$ cat src/rtl/mips_cpu_bus_arbiter.sv
// Two-port (instruction fetch / data) arbiter onto a single Avalon-style bus.
// One transaction in flight at a time: IDLE -> BUS -> (RDATA) -> RESP -> IDLE.
module mips_cpu_bus_arbiter #(
  parameter int TIMEOUT       = 255,
  parameter int DATA_PRIORITY = 0
) (
  input  logic        clk,
  input  logic        reset_n,
  input  logic        i_req,
  input  logic [31:0] i_addr,
  output logic        i_ack,
  output logic [31:0] i_rdata,
  output logic        i_err,
  input  logic        d_req,
  input  logic        d_we,
  input  logic [31:0] d_addr,
  input  logic [31:0] d_wdata,
  input  logic [3:0]  d_be,
  output logic        d_ack,
  output logic [31:0] d_rdata,
  output logic        d_err,
  output logic        read,
  output logic        write,
  output logic [31:0] addr,
  output logic [31:0] writedata,
  output logic [3:0]  byteenable,
  input  logic        waitrequest,
  input  logic [31:0] readdata,
  output logic        busy
);

  localparam int CW = $clog2(TIMEOUT + 2);
  localparam logic [CW-1:0] WAIT_LAST = CW'((TIMEOUT > 0) ? TIMEOUT - 1 : 0);

  typedef enum logic [1:0] {IDLE, BUS, RDATA, RESP} state_t;

  state_t        state_q;
  logic          owner_q;       // 1 = data port owns the current transaction
  logic          we_q;
  logic [31:0]   addr_q;
  logic [31:0]   wdata_q;
  logic [3:0]    be_q;
  logic          last_grant_q;  // 1 = data port was granted last
  logic [CW-1:0] wait_q;
  logic          read_q, write_q, busy_q;
  logic          i_ack_q, d_ack_q, i_err_q, d_err_q;
  logic [31:0]   i_rdata_q, d_rdata_q;

  logic          pick_d;
  logic          req_we;
  logic [31:0]   req_addr;
  logic          bus_cmd;

  always_comb begin
    pick_d = 1'b0;
    if (d_req && i_req) pick_d = (DATA_PRIORITY != 0) ? 1'b1 : !last_grant_q;
    else if (d_req)     pick_d = 1'b1;
  end

  assign req_we   = pick_d & d_we;
  assign req_addr = pick_d ? d_addr : i_addr;

  assign bus_cmd    = read_q | write_q;
  assign read       = read_q;
  assign write      = write_q;
  assign addr       = bus_cmd ? addr_q  : 32'h0;
  assign writedata  = bus_cmd ? wdata_q : 32'h0;
  assign byteenable = bus_cmd ? be_q    : 4'h0;
  assign busy       = busy_q;
  assign i_ack      = i_ack_q;
  assign d_ack      = d_ack_q;
  assign i_err      = i_err_q;
  assign d_err      = d_err_q;
  assign i_rdata    = i_rdata_q;
  assign d_rdata    = d_rdata_q;

  always_ff @(posedge clk or negedge reset_n) begin
    if (!reset_n) begin
      state_q      <= IDLE;
      owner_q      <= 1'b0;
      we_q         <= 1'b0;
      addr_q       <= 32'h0;
      wdata_q      <= 32'h0;
      be_q         <= 4'h0;
      last_grant_q <= 1'b1;
      wait_q       <= '0;
      read_q       <= 1'b0;
      write_q      <= 1'b0;
      busy_q       <= 1'b0;
      i_ack_q      <= 1'b0;
      d_ack_q      <= 1'b0;
      i_err_q      <= 1'b0;
      d_err_q      <= 1'b0;
      i_rdata_q    <= 32'h0;
      d_rdata_q    <= 32'h0;
    end else begin
      case (state_q)
        IDLE: begin
          if (i_req || d_req) begin
            owner_q <= pick_d;
            we_q    <= req_we;
            addr_q  <= req_addr;
            wdata_q <= pick_d ? d_wdata : 32'h0;
            be_q    <= pick_d ? d_be : 4'hf;
            wait_q  <= '0;
            busy_q  <= 1'b1;
            // Misaligned requests never reach the bus.
            if (req_addr[1:0] != 2'b00) begin
              state_q <= RESP;
              i_ack_q <= !pick_d;
              d_ack_q <= pick_d;
              i_err_q <= !pick_d;
              d_err_q <= pick_d;
            end else begin
              state_q <= BUS;
              read_q  <= !req_we;
              write_q <= req_we;
            end
          end
        end
        BUS: begin
          if (waitrequest) wait_q <= wait_q + CW'(1);
          if (!waitrequest) begin
            read_q  <= 1'b0;
            write_q <= 1'b0;
            if (we_q) begin
              state_q <= RESP;
              i_ack_q <= !owner_q;
              d_ack_q <= owner_q;
            end else begin
              state_q <= RDATA;
            end
          end else if (TIMEOUT != 0 && wait_q == WAIT_LAST) begin
            read_q  <= 1'b0;
            write_q <= 1'b0;
            state_q <= RESP;
            i_ack_q <= !owner_q;
            d_ack_q <= owner_q;
            i_err_q <= !owner_q;
            d_err_q <= owner_q;
          end
        end
        RDATA: begin
          if (owner_q) d_rdata_q <= readdata;
          else         i_rdata_q <= readdata;
          state_q <= RESP;
          i_ack_q <= !owner_q;
          d_ack_q <= owner_q;
        end
        RESP: begin
          i_ack_q      <= 1'b0;
          d_ack_q      <= 1'b0;
          i_err_q      <= 1'b0;
          d_err_q      <= 1'b0;
          busy_q       <= 1'b0;
          last_grant_q <= owner_q;
          state_q      <= IDLE;
        end
        default: state_q <= IDLE;
      endcase
    end
  end

endmodule
$ cat config.mk
export PLATFORM = sky130hd
export DESIGN_NAME = mips_cpu_bus_arbiter
export DESIGN_NICKNAME = d
export VERILOG_FILES = /design/src/rtl/mips_cpu_bus_arbiter.sv
export SDC_FILE = /design/constraint.sdc
export NUM_CORES = 1
export LEC_CHECK = 0
export BUFFER_PORTS_ARGS = -buffer_cell sky130_fd_sc_hd__buf_2
export CELL_PAD_IN_SITES_DETAIL_PLACEMENT = 1
export CELL_PAD_IN_SITES_GLOBAL_PLACEMENT = 1
export CORE_UTILIZATION = 40
export CTS_CLUSTER_DIAMETER = 50
export DETAILED_ROUTE_END_ITERATION = 8
export PLACE_DENSITY_LB_ADDON = 0.1
export SYNTH_ARGS = -nofsm -noshare
export SYNTH_HDL_FRONTEND = slang
export SYNTH_SLANG_ARGS = --single-unit
$ cat constraint.sdc
create_clock -name clk -period 3.6 [get_ports clk]
set_input_delay 0 -clock clk [delete_from_list [all_inputs] [get_ports clk]]
set_output_delay 0 -clock clk [all_outputs]
set_load 0.02 [all_outputs]
==> metrics <==
status=completed; Worst Tran Pin Value=0.939 ns; Final Max Slew Viols=0; Setup TNS=0 ns; via count=between 5000 and 6000; Pwr Total=just over 0.009 W; Worst Path Max Fanout=17; Arrival @ worst endpoint=2.71 ns; clock slew seen by the registers of the worst setup and hold paths=0.06 ns; fillers=1760; CP endpoint kind=flip-flop; routability cong.=0.867; Hold WC Path Type=input port to flip-flop; Clk Latency, worst-skew pair=approximately 0.42 ns; relative slew slack=0.374; Tmin final=between 2 and 2.5 ns; Setup Skew=0.00547 ns; wire per inst=~19 microns; placement-stage cell area=~8400 sq um; vias in the first global route=6695; Hold Fails Final Rpt=0; full die area=about 17000 sq um; initial antenna violation count=2; Max VDD drop=0.000500 V; GRT Overall Usage=0.276; global-route wire length before repair=37200 microns; DR iter-0 viols=~210; Seq/Total Area, Yosys=0.567; Final period util=0.667; syn nets=706; DRT Pass-1 Iters=4; Residual DRC=0; worst hold slack=0.153 ns; cts bufs inserted=17; Core ar.=16500 sq um; Avg Cell Area, Syn=12.1 sq um; crit start category=flip-flop; post-synth cell types=38; Peak Freq=417 MHz; Final Core Density=0.626; antenna violation net count after detailed routing=0; Post-Syn Instances=560; largest net degree at the start of global routing=99; clk sinks=153; final setup vio count=0; chip width=~130 microns; post-synthesis sequential element count=153; final WL=22900 microns; H-tree lvl count=4; Crit Path Class=flip-flop to flip-flop; clk buf depth=2; fin nets=roughly 1100; Root Buffer=clkbuf_16; postcts setup bufs=0; DR vias/cell=5.00; Lkg Pwr=5.09 nW; DIE HEIGHT=approximately 130 microns; Ports=277; YS warnings=0; Initial Util=0.408; unrepaired setup endpoints after global routing=no; share of cells above drive strength 1=0.401; max_cap viols=0; Design Area, Final=10300 sq um; grt total ovfl=0; Cell Area, Synth=approximately 6800 sq um; input/output buffers=approximately 280; Worst EP required=approximately 3.9 ns; HPWL Detailed=about 14000 microns; area grow syn2layout=53.2%; FP Rows=47; pwr dens=892 nW/um^2; CTS tree=done
[repair_timing]
action	CTS	global route
endpoints found under the hold margin	223	0
gates resized for setup	0	0
hold buffers	135	0
[critical path: stages (launching register included)]
cell and delay [ns]:
dfrtp_1 0.43, inv_1 0.15, ha_1 0.54, mux2i_1 0.25
nor4_1 0.56, a31oi_1 0.15, a41o_1 0.22
[flip-flops by register name (all words and copies together), names as in the netlist]
| register | cells |
|---|---|
| i_ack | 1 |
| busy | 1 |
| we_q | 1 |
| d_ack | 1 |
| wait_q | 9 |
| d_rdata | 32 |
| owner_q | 1 |
| last_grant_q | 1 |
| be_q | 4 |
| read | 1 |
| i_rdata | 32 |
| d_err | 1 |
| write | 1 |
| i_err | 1 |
| addr_q | 32 |
| state_q | 2 |
| wdata_q | 32 |
[layout make-up]
type | instances | area [sq um] | share of cell area
diodes | 2 | 5.00 | 0.000484
clock buffers | 18 | 439 | 0.0425
clock inverters | 12 | 190 | 0.0184
inverters | 8 | 30.0 | 0.00290
multi-input cells | 363 | 2770 | 0.268
flip-flops and latches | 153 | 3830 | 0.370
well taps | 220 | 275 | 0.0266
repair buffers | 419 | 2800 | 0.271
[worst paths after layout]
path | start | to | slack [ns] | cells past startpoint
min reg2reg | addr_q[31]$_DFFE_PN0P_ | addr_q[31]$_DFFE_PN0P_ | 0.47 | 2
min in group asynchronous | reset_n | wdata_q[18]$_DFFE_PN0P_ | 0.20 | 2
max | state_q[1]$_DFFE_PN0P_ | wait_q[7]$_DFFE_PN0P_ | 1.20 | 6
max in group asynchronous | reset_n | last_grant_q$_DFFE_PN1P_ | 2.37 | 3
min | d_req | busy$_DFFE_PN0P_ | 0.15 | 3
max reg2reg | state_q[1]$_DFFE_PN0P_ | wait_q[7]$_DFFE_PN0P_ | 1.20 | 6
[logic make-up after synthesis]
logic type      Yosys count  synth area share
flops                   153             0.567
simple gates            145             0.115
mux                     108             0.173
compound gates           98            0.0984
buf+inv                  44            0.0260
fa+ha+maj                 8            0.0148
xor+xnor                  4           0.00519
[power by group]
group          internal [W]  total, W  switching [W]
logic               0.00175   0.00433        0.00259
clock network       0.00119   0.00194       0.000749
registers           0.00251   0.00296       0.000452
total               0.00544   0.00923        0.00379
[placed cells by master, fill, tap and decap left out, types with 2 or more instances in the layout]
| cell | netlist | final |
|---|---|---|
| diode_2 | 0 | 2 |
| clkbuf_16 | 0 | 17 |
| nand2_1 | 43 | 43 |
| mux2i_1 | 36 | 36 |
| dlygate4sd3_1 | 0 | 135 |
| ha_1 | 8 | 8 |
| nand4b_1 | 2 | 2 |
| o31ai_1 | 2 | 2 |
| xnor2_1 | 2 | 2 |
| xor2_1 | 2 | 2 |
| buf_2 | 8 | 275 |
| o21ai_0 | 44 | 43 |
| nor2b_1 | 69 | 68 |
| mux2_2 | 69 | 69 |
| a21oi_1 | 7 | 7 |
| inv_1 | 8 | 8 |
| and2_1 | 3 | 3 |
| inv_6 | 0 | 5 |
| clkinv_4 | 0 | 3 |
| a31oi_1 | 2 | 2 |
| nand3_1 | 3 | 3 |
| o22a_1 | 5 | 5 |
| bufinv_16 | 0 | 4 |
| buf_4 | 0 | 8 |
| or3_1 | 2 | 2 |
| mux2_1 | 3 | 3 |
| a22o_1 | 33 | 33 |
| nor2_1 | 15 | 14 |
| dfrtp_1 | 152 | 152 |
[through the flow]
stage,cells,setup WS [ns]
after floorplan,560,1.60
after CTS,1193,1.20
after detailed placement,1028,1.22
after global routing,1195,0.944
after global placement,1028,1.33
final,1195,1.20
[layer usage]
layer  global-route usage  share of wire  vias to the layer above
met1                0.322           0.40                     2989
met5                    0              0                        -
met2                0.492           0.52                      195
met3               0.0646          0.057                       40
li1                     -              -                     2755
met4               0.0982          0.025                        0
[Yosys cell counts]
library cell	number	area [sq um]
or2_1	1	6.26
buf_2	8	40.0
or3_1	2	12.5
nand2_1	43	161
dfstp_2	1	26.3
or3b_2	1	8.76
dfrtp_1	152	3800
nand4_1	1	6.26
o221ai_1	1	8.76
o22a_1	5	43.8
and2_1	3	18.8
mux2_1	3	33.8
nand4_2	1	12.5
ha_1	8	100
nor2b_1	69	432
nand3_1	3	15.0
mux2_2	69	777
a31oi_1	2	12.5
a21oi_1	7	35.0
clkbuf_1	20	75.1
mux2i_1	36	360
buf_1	8	30.0
nor3_1	1	5.00
nand4b_1	2	17.5
nor3b_1	1	7.51
a41o_1	1	10.0
nor2_1	15	56.3
xor2_1	2	17.5
a22o_1	33	289
o2111ai_1	1	8.76
nor4_1	1	6.26
a21boi_2	1	11.3
o31ai_1	2	15.0
inv_1	8	30.0
a222oi_1	1	10.0
o21ai_0	44	220
nor4b_1	1	8.76
xnor2_1	2	17.5
No activity file was read; power rests on OpenSTA's default activity.
